### src/rtl/load_store_unit_pkg.sv
// Shared types for the memory-stage load/store unit.
package lsu_pkg;

    typedef enum logic [1:0] {
        IDLE,
        WAIT_RSP,
        DONE
    } lsu_state_e;

    localparam logic [2:0] F3_B  = 3'b000;
    localparam logic [2:0] F3_H  = 3'b001;
    localparam logic [2:0] F3_W  = 3'b010;
    localparam logic [2:0] F3_BU = 3'b100;
    localparam logic [2:0] F3_HU = 3'b101;

    typedef enum logic [1:0] {
        SZ_B,
        SZ_H,
        SZ_W
    } lsu_size_e;

    // Reserved encodings fall through to a word access.
    function automatic lsu_size_e access_size(input logic [2:0] f3);
        lsu_size_e sz;
        case (f3)
            F3_B, F3_BU: sz = SZ_B;
            F3_H, F3_HU: sz = SZ_H;
            default:     sz = SZ_W;
        endcase
        return sz;
    endfunction

endpackage

### src/rtl/load_store_unit_if.sv
// Data bus between the load/store unit (master) and memory (slave).
interface load_store_unit_if #(
    parameter int ADDR_WIDTH = 32
);
    logic                  req_valid;
    logic                  req_ready;
    logic                  req_we;
    logic [ADDR_WIDTH-1:0] req_addr;
    logic [3:0]            req_be;
    logic [31:0]           req_wdata;
    logic                  rsp_valid;
    logic [31:0]           rsp_rdata;

    modport master (
        output req_valid, req_we, req_addr, req_be, req_wdata,
        input  req_ready, rsp_valid, rsp_rdata
    );

    modport slave (
        input  req_valid, req_we, req_addr, req_be, req_wdata,
        output req_ready, rsp_valid, rsp_rdata
    );
endinterface

### src/rtl/load_store_unit_aligner.sv
// Picks the addressed lane of a read word and sign/zero extends it.
module load_aligner
    import lsu_pkg::*;
(
    input  logic [31:0] rdata,
    input  logic [1:0]  addr_lo,
    input  logic [2:0]  funct3,
    output logic [31:0] result
);
    logic [7:0]  b;
    logic [15:0] h;
    logic        sx;

    always_comb begin
        unique case (addr_lo)
            2'd0: b = rdata[7:0];
            2'd1: b = rdata[15:8];
            2'd2: b = rdata[23:16];
            2'd3: b = rdata[31:24];
        endcase
        h  = addr_lo[1] ? rdata[31:16] : rdata[15:0];
        sx = ~funct3[2];
        unique case (access_size(funct3))
            SZ_B:    result = {{24{sx & b[7]}}, b};
            SZ_H:    result = {{16{sx & h[15]}}, h};
            default: result = rdata;
        endcase
    end
endmodule

### src/rtl/load_store_unit.sv
// M-stage load/store engine: valid/ready request, response capture, stall.
// Optional MISALIGN_TRAP_EN: flag misaligned half/word accesses instead of issuing them.
module load_store_unit
    import lsu_pkg::*;
#(
    parameter int ADDR_WIDTH = 32
) (
    input  logic                  clk_i,
    input  logic                  reset_i,
    input  logic                  mem_read_m_i,
    input  logic                  mem_write_m_i,
    input  logic [2:0]            funct3_m_i,
    input  logic [ADDR_WIDTH-1:0] alu_result_m_i,
    input  logic [31:0]           write_data_m_i,
    output logic [31:0]           read_data_m_o,
    output logic                  stall_m_o,
    output logic                  misaligned_o,
    load_store_unit_if.master     bus
);
    lsu_state_e state_q, state_d;
    lsu_size_e  size;
    logic [31:0] rdata_q;
    logic [31:0] load_val;
    logic [1:0]  lo;
    logic        op;
    logic        misalign;
    logic        mis_q;
    logic        req_valid;
    logic        stall;

    assign op   = mem_read_m_i | mem_write_m_i;
    assign size = access_size(funct3_m_i);
    assign lo   = alu_result_m_i[1:0];

`ifdef MISALIGN_TRAP_EN
    assign misalign = ((size == SZ_H) && lo[0]) ||
                      ((size == SZ_W) && (lo != 2'b00));
`else
    assign misalign = 1'b0;
`endif

    always_comb begin
        state_d   = state_q;
        req_valid = 1'b0;
        stall     = 1'b0;
        unique case (state_q)
            IDLE: begin
                if (op) begin
                    stall = 1'b1;
                    if (misalign) begin
                        state_d = DONE;
                    end else begin
                        req_valid = 1'b1;
                        if (bus.req_ready)
                            state_d = mem_read_m_i ? WAIT_RSP : DONE;
                    end
                end
            end
            WAIT_RSP: begin
                stall = 1'b1;
                if (bus.rsp_valid)
                    state_d = DONE;
            end
            DONE:    state_d = IDLE;
            default: state_d = IDLE;
        endcase
        // Keep the bus and pipeline quiet while reset is held.
        if (!reset_i) begin
            req_valid = 1'b0;
            stall     = 1'b0;
        end
    end

    assign bus.req_valid = req_valid;
    assign stall_m_o     = stall;
    assign bus.req_we    = mem_write_m_i & ~mem_read_m_i;
    assign bus.req_addr  = {alu_result_m_i[ADDR_WIDTH-1:2], 2'b00};

    always_comb begin
        bus.req_be    = 4'b1111;
        bus.req_wdata = write_data_m_i;
        unique case (size)
            SZ_B: begin
                if (bus.req_we)
                    bus.req_be = 4'b0001 << lo;
                bus.req_wdata = {4{write_data_m_i[7:0]}};
            end
            SZ_H: begin
                if (bus.req_we)
                    bus.req_be = lo[1] ? 4'b1100 : 4'b0011;
                bus.req_wdata = {2{write_data_m_i[15:0]}};
            end
            default: ;
        endcase
    end

    load_aligner u_align (
        .rdata   (bus.rsp_rdata),
        .addr_lo (lo),
        .funct3  (funct3_m_i),
        .result  (load_val)
    );

    always_ff @(posedge clk_i) begin
        if (!reset_i) begin
            state_q <= IDLE;
            rdata_q <= 32'd0;
            mis_q   <= 1'b0;
        end else begin
            state_q <= state_d;
            mis_q   <= (state_q == IDLE) && op && misalign;
            if ((state_q == WAIT_RSP) && bus.rsp_valid)
                rdata_q <= load_val;
            else if ((state_q == IDLE) && mem_read_m_i && misalign)
                rdata_q <= 32'd0;
        end
    end

    assign read_data_m_o = rdata_q;
    assign misaligned_o  = mis_q;
endmodule

### src/flat_wrapper.sv
// flat-port wrapper written by rule: the top's interface ports become plain ports
module load_store_unit_flat import lsu_pkg::*;
#(
    parameter int ADDR_WIDTH = 32
)
  (clk_i, reset_i, mem_read_m_i, mem_write_m_i, funct3_m_i, alu_result_m_i, write_data_m_i, read_data_m_o, stall_m_o, misaligned_o, bus_req_valid, bus_req_we, bus_req_addr, bus_req_be, bus_req_wdata, bus_req_ready, bus_rsp_valid, bus_rsp_rdata);
  load_store_unit_if #(.ADDR_WIDTH(ADDR_WIDTH)) bus_i ();
  input  logic clk_i;
  input  logic reset_i;
  input  logic mem_read_m_i;
  input  logic mem_write_m_i;
  input  logic [2:0] funct3_m_i;
  input  logic [ADDR_WIDTH-1:0] alu_result_m_i;
  input  logic [31:0] write_data_m_i;
  output logic [31:0] read_data_m_o;
  output logic stall_m_o;
  output logic misaligned_o;
  output wire logic [$bits(bus_i.req_valid)-1:0] bus_req_valid;
  output wire logic [$bits(bus_i.req_we)-1:0] bus_req_we;
  output wire logic [$bits(bus_i.req_addr)-1:0] bus_req_addr;
  output wire logic [$bits(bus_i.req_be)-1:0] bus_req_be;
  output wire logic [$bits(bus_i.req_wdata)-1:0] bus_req_wdata;
  input wire logic [$bits(bus_i.req_ready)-1:0] bus_req_ready;
  input wire logic [$bits(bus_i.rsp_valid)-1:0] bus_rsp_valid;
  input wire logic [$bits(bus_i.rsp_rdata)-1:0] bus_rsp_rdata;
  assign bus_req_valid = bus_i.req_valid;
  assign bus_req_we = bus_i.req_we;
  assign bus_req_addr = bus_i.req_addr;
  assign bus_req_be = bus_i.req_be;
  assign bus_req_wdata = bus_i.req_wdata;
  assign bus_i.req_ready = bus_req_ready;
  assign bus_i.rsp_valid = bus_rsp_valid;
  assign bus_i.rsp_rdata = bus_rsp_rdata;
  load_store_unit #(.ADDR_WIDTH(ADDR_WIDTH)) u_core (.clk_i(clk_i), .reset_i(reset_i), .mem_read_m_i(mem_read_m_i), .mem_write_m_i(mem_write_m_i), .funct3_m_i(funct3_m_i), .alu_result_m_i(alu_result_m_i), .write_data_m_i(write_data_m_i), .read_data_m_o(read_data_m_o), .stall_m_o(stall_m_o), .misaligned_o(misaligned_o), .bus(bus_i));
endmodule
### config.mk
export PLATFORM = sky130hd
export DESIGN_NAME = load_store_unit_flat
export DESIGN_NICKNAME = d
export VERILOG_FILES = /design/src/rtl/load_store_unit_pkg.sv /design/src/rtl/load_store_unit_if.sv /design/src/rtl/load_store_unit_aligner.sv /design/src/rtl/load_store_unit.sv /design/src/flat_wrapper.sv
export SDC_FILE = /design/constraint.sdc
export NUM_CORES = 1
export LEC_CHECK = 0
export ABC_AREA = 1
export CAP_MARGIN = 10
export CORE_ASPECT_RATIO = 1.25
export CORE_UTILIZATION = 30
export CTS_CLUSTER_DIAMETER = 100
export CTS_CLUSTER_SIZE = 40
export DETAILED_ROUTE_END_ITERATION = 12
export GPL_TIMING_DRIVEN = 0
export HOLD_SLACK_MARGIN = 0.08
export PLACE_DENSITY = 0.78
export SLEW_MARGIN = 20
export SYNTH_ARGS = -nofsm -noshare
export SYNTH_HDL_FRONTEND = slang
export SYNTH_SLANG_ARGS = --single-unit
### constraint.sdc
create_clock -name clk_i -period 1.4 [get_ports clk_i]
set_input_delay 0.28 -clock clk_i [delete_from_list [all_inputs] [get_ports clk_i]]
set_output_delay 0.28 -clock clk_i [all_outputs]
set_load 0.1 [all_outputs]
After elaboration in Yosys (flattened, before gate mapping)
Cells that the tools add are included.
Operators by class
  eq/ne operators: 11
  shift-type cells: 1
  muxes and demuxes: 19
  bitwise operators: 6
  reduce and logical (&&, ||, !) cells: 8
Operators by type and width (number)
  case mux 32 bit (2 select lines): 2
  case mux 8 bit (4 select lines): 1
  two-way mux 16 bit: 1
  two-way mux 4 bit: 3
  two-way mux 2 bit: 4
  case mux 2 bit (2 select lines): 2
  case mux 4 bit (2 select lines): 1
  equality test 2 x 1 -> 1 bit (second input constant): 3
  equality test 3 bit (second input constant): 2
  zero test 2 bit: 3
  equality test 2 bit (second input constant): 2
  two-way mux 1 bit: 4
  != test 2 bit (second input constant): 2
  OR reduction 2 bit: 2
  left shift 1 x 2 -> 4 bit (first input constant): 1
  AND 1 bit: 3
  equality test 3 x 1 -> 1 bit (second input constant): 1
  zero test 3 bit: 1
  AND reduction 3 bit: 1
  != test 2 x 1 -> 1 bit (second input constant): 1
  inverter 1 bit: 2
  case mux 1 bit (2 select lines): 1
  logical AND 1 bit: 1
  OR 1 bit: 1
Word-level totals
  register bits: 34
  input port bits: 105
  output and inout bits: 104
  word-level logic and storage cells: 47

Longest topological paths before layout
Gate-level depths: netlist (run 1).
  word-level depth: 5
  gate-level depth with buffers: 9
  depth with buffers taken out: 7

Cells and area by module
Synthesis (run 1) repeated with hierarchy kept, for this count alone.
Unflattened totals
  cell total of the unflattened synthesis: 553
  area, all modules: 3086.7 µm²
Modules (own cells, without submodules)
  load_store_unit: instances 1, cells each 369, area each 2165.8 µm², seq. area each 680.7 µm²
  load_aligner: instances 1, cells each 184, area each 920.9 µm², seq. area each 0.0 µm²

Least setup slack after synthesis (run 1)
No wires, ideal clock.
  kind: in2out
  from: input port funct3_m_i[1]
  to: output port bus_req_be[3]
  data arrival time: 2.761 ns
  required time: 1.120 ns
  path slack: -1.641 ns
  cell stages on the path: 4
  cell sequence: buf_6 -> nor2_8 -> inv_2 -> o21ai_0
On the way
  word-level cells in the longest chain between the ends: 5
RTL lines
  start, declared: RTL line flat_wrapper.sv:12  | input logic [2:0] funct3_m_i;
  equality test 3 x 1 -> 1 bit (tied with other cells): RTL line load_store_unit_pkg.sv:25  | case (f3)
  OR reduction 2 bit: RTL line load_store_unit_pkg.sv:25
  case mux 2 bit (2 select lines) (*): RTL line load_store_unit_pkg.sv:25
  equality test 2 x 1 -> 1 bit or zero test 2 bit (tied branches): RTL line load_store_unit.sv:82  | unique case (size)
  case mux 4 bit (2 select lines) (*): RTL line load_store_unit.sv:82
  end, declared: RTL line flat_wrapper.sv:21  | output wire logic [$bits(bus_i.req_be)-1:0] bus_req_be;
Mark *: on every way between the ends. The rest lies on a longest branch, timed or not.

Final worst setup path (run 1)
  from: input port funct3_m_i[0]
  to: output port bus_req_wdata[31]
On the way
  word-level cells in the longest chain between the ends: 5
RTL lines
  equality test 3 x 1 -> 1 bit (tied with other cells): RTL line load_store_unit_pkg.sv:25
  OR reduction 2 bit: RTL line load_store_unit_pkg.sv:25
  case mux 2 bit (2 select lines) (*): RTL line load_store_unit_pkg.sv:25
  equality test 2 x 1 -> 1 bit or zero test 2 bit (tied branches): RTL line load_store_unit.sv:82
  case mux 32 bit (2 select lines) (*): RTL line load_store_unit.sv:82
  end, declared: RTL line flat_wrapper.sv:22  | output wire logic [$bits(bus_i.req_wdata)-1:0] bus_req_wdata;
Marked as above.

==> results of run 1 <==
## cells in the mapped netlist
library cell  instances  area share, %
nand3_1              31            5.7
buf_4                44             12
nor3_1                1           0.18
nand3_4               1           0.65
nor2_8                1           0.74
inv_2                 3           0.42
o21bai_1              1           0.28
o31ai_1               1           0.28
o22ai_1               1           0.23
buf_2                 2           0.37
or2_2                 1           0.23
nand3b_1              1           0.28
o21a_1               16            4.4
nor2_1               17            2.4
nand2_1             111             15
nand4_1               1           0.23
clkbuf_1             14            1.9
o211ai_1              6            1.7
inv_1                54            7.5
a31oi_1               2           0.46
buf_6                 3            1.2
clkbuf_8              1           0.51
o221ai_1              1           0.32
conb_1                1           0.14
nand3_2               2           0.74
nor2_4                1           0.42
o21ai_0              44            8.1
a21oi_1              39            7.2
dfxtp_1              34             25
a21oi_4               1           0.60
## through the flow
| step | cell area [µm²] | setup WS (ps) | std cells |
|---|---|---|---|
| after floorplan | 3074 | -1114 | 438 |
| after global placement | 4966 | -1879 | 732 |
| after detailed placement | 4966 | -1888 | 732 |
| after CTS | 5364 | -46.91 | 754 |
| after global routing | 5527 | -75.91 | 759 |
| final | 5527 | -35.77 | 759 |
## registers in the layout (all words and copies together), names as in the netlist
name                  cells
u_core.read_data_m_o     32
u_core.state_q            2
## cells by family (layout without fill, tap and decap cells)
| kind of cell | Yosys count | in the layout | synth area share, % |
|---|---|---|---|
| simple gates | 168 | 168 | 26.94 |
| compound gates | 112 | 112 | 23.61 |
| buf+inv | 121 | 322 | 24.17 |
| flops | 34 | 34 | 25.14 |
| other cells | 1 | 3 | 0.1385 |
## worst register-to-register path: stages, from the launching register on
cell	delay, ps
dfxtp_2	340
inv_4	80
buf_12	100
nand3_4	120
inv_4	100
buf_6	130
buf_8	140
nand3_1	80
inv_1	80
a21oi_1	70
## layer usage
metal / vias up / track usage, %
met5: - / 0
met4: 0 / 7.262
met3: 25 / 6.107
met2: 214 / 43.98
met1: 1640 / 23.45
li1: 1763 / -
## timing repair
| action | CTS | global route |
|---|---|---|
| endpoints found under the setup margin | 133 | 56 |
| hold buffers | 0 | 0 |
| setup buffers | 14 | 6 |
| gates resized for setup | 660 | 38 |
| gates cloned | 1 | 0 |
| pin swaps | 15 | 14 |
## layout make-up
| class | instances | area [µm²] | share of cell area (%) |
|---|---|---|---|
| timing repair buffer | 195 | 2014 | 36.45 |
| multi-input combinational | 283 | 1817 | 32.87 |
| sequential | 34 | 685.7 | 12.41 |
| buffer | 62 | 524.3 | 9.486 |
| inverter | 57 | 244.0 | 4.415 |
| tap | 120 | 150.1 | 2.717 |
| clock buffer | 7 | 86.33 | 1.562 |
| clock inverter | 1 | 5.005 | 0.09056 |
## report_power, final
group | leakage [nW] | internal (mW) | switching, mW | total [mW]
sequential | 0.277 | 1.01 | 0.0246 | 1.03
clock | 0.0482 | 0.397 | 0.369 | 0.766
combinational | 2.41 | 0.846 | 1.87 | 2.71
total | 2.73 | 2.25 | 2.26 | 4.51
## final timing paths
| check | end | depth (start not counted) | startpoint | slack [ps] |
|---|---|---|---|---|
| min | u_core.state_q[0] | 3 | mem_read_m_i | 300 |
| max reg2reg | u_core.read_data_m_o[15] | 9 | u_core.state_q[1] | 40 |
| max | bus_req_wdata[31] | 6 | funct3_m_i[0] | -40 |
| min reg2reg | u_core.read_data_m_o[2] | 2 | u_core.read_data_m_o[2] | 470 |
==> run_results.csv, run 1 <==
group,metric,value,unit
run_status,status,"finished, violations left",
run_status,violations,"negative setup slack",
cts,cts_buffers,5,
power,total_power,4.512,mW
synth,synth_area_per_cell,6.210,µm²
critical_path,critical-path-slowest-cell,"buf_6",
detailed_routing,wirelength,11030,µm
grt,grt_usage,22.82,%
final_layout,fillers,751,
cts,clk_path_buf_depth,2,
job,max_cap_viol_count,0,
timing,hold_ws,303.1,ps
cts,root_buffer,"clkbuf_8",
floorplan,die_w,86.97,µm
floorplan,coreArea,8701,µm²
synth,yosysWarnings,0,
timing,setup_tns,-169.0,ps
timing,rsz0062_at_grt,"true",
critical_path,cpPeakStageDelay,260,ps
final_layout,fin_util,63.52,%
critical_path,critPathTopFamily,"buffers and inverters",
synth,synth_cells,436,
timing,period_needed,1436,ps
timing,finClkSkew,4.791,ps
critical_path,crit_path_end_kind,"output port",
final_layout,diodes,0,
floorplan,ios,209,
detailed_routing,wire_per_inst,14.53,µm
timing,setup_viol,9,
detailed_routing,met1_length,3854,µm
grt,grt_pass1_vias,3555,
grt,grt_pass1_wl,16770,µm
synth,yosysSeqAreaShare,25.14,%
detailed_routing,routed.top_layer,"met4",
grt,grt-ovfl-total,0,
critical_path,cpMostUsedCell,"buf_12",
floorplan,die_area,9411,µm²
final_layout,drive_above_1_share,41.78,%
detailed_routing,viasPerCell,4.798,
final_layout,final_cell_mix,"nand2_1, buf_4, clkdlybuf4s50_1",
detailed_routing,first_iter_violations,313,
cts,clk_pin_slew,70,ps
final_layout,area_growth,104.1,%
power,irDropWorstVdd,431.4,µV
detailed_routing,first_pass_iters,5,
power,leakage,2.731,nW
timing,maxClockFrequency,696.5,MHz
critical_path,path_class,"in2out",
critical_path,path_buf_inv,3,
detailed_routing,drc,0,
critical_path,cp.arrival,1160,ps
timing,fin_ws,-35.77,ps
cts,insertion_delay,290,ps
final_layout,final_nets,743,
detailed_routing,postRouteAntennaNets,0,
timing,fin_crit_sh,102.6,%
cts,cts_sinks,34,
placement,io_buffers,174,
final_layout,final_common_cell,"nand2_1",
synth,syn-cell-area,2708,µm²
timing,relSlewSlack,62.86,%
cts,cts_tree,"built",
synth,synth_cell_type_count,30,
detailed_routing,vias,3642,
critical_path,path_cells,"buf_12 > nor2_8 > buf_12 > nand2_8 > o211ai_1 > buf_6",
detailed_routing,wl_met2,5830,µm
grt,grt_max_degree,11,
timing,slew_violations,0,
grt,antenna_found_initial,0,
timing,final_hold_viol_count,0,
detailed_routing,met3WireLength,1136,µm
floorplan,die_h,108.2,µm
critical_path,cp-start-kind,"primary input",
placement,dp_hpwl,8491,µm
synth,synth-seq-cells,34,
timing,worst_pin_slew,559.7,ps
power,power_density,816.4,nW/µm²
cts,htree_levels,2,
critical_path,cp_data_required_time,1120,ps
hold_path,min_path_type,"in2reg",
critical_path,critPathMaxFanout,6,
floorplan,initial_core_util,31.12,%
floorplan,placementRows,38,
placement,gp_congestion,0.8943,
No activity file was read; power rests on OpenSTA's default activity.
==> inputs of run 2 (changes only) <==
--- a/config.mk
+++ b/config.mk
@@ -6,7 +6,7 @@
 export NUM_CORES = 1
 export LEC_CHECK = 0
 export ABC_AREA = 1
-export CAP_MARGIN = 10
+export CAP_MARGIN = 5
 export CORE_ASPECT_RATIO = 1.25
 export CORE_UTILIZATION = 30
 export CTS_CLUSTER_DIAMETER = 100
==> results of run 2 <==
Final layout, timing and power as in run 1 (identical DEF).
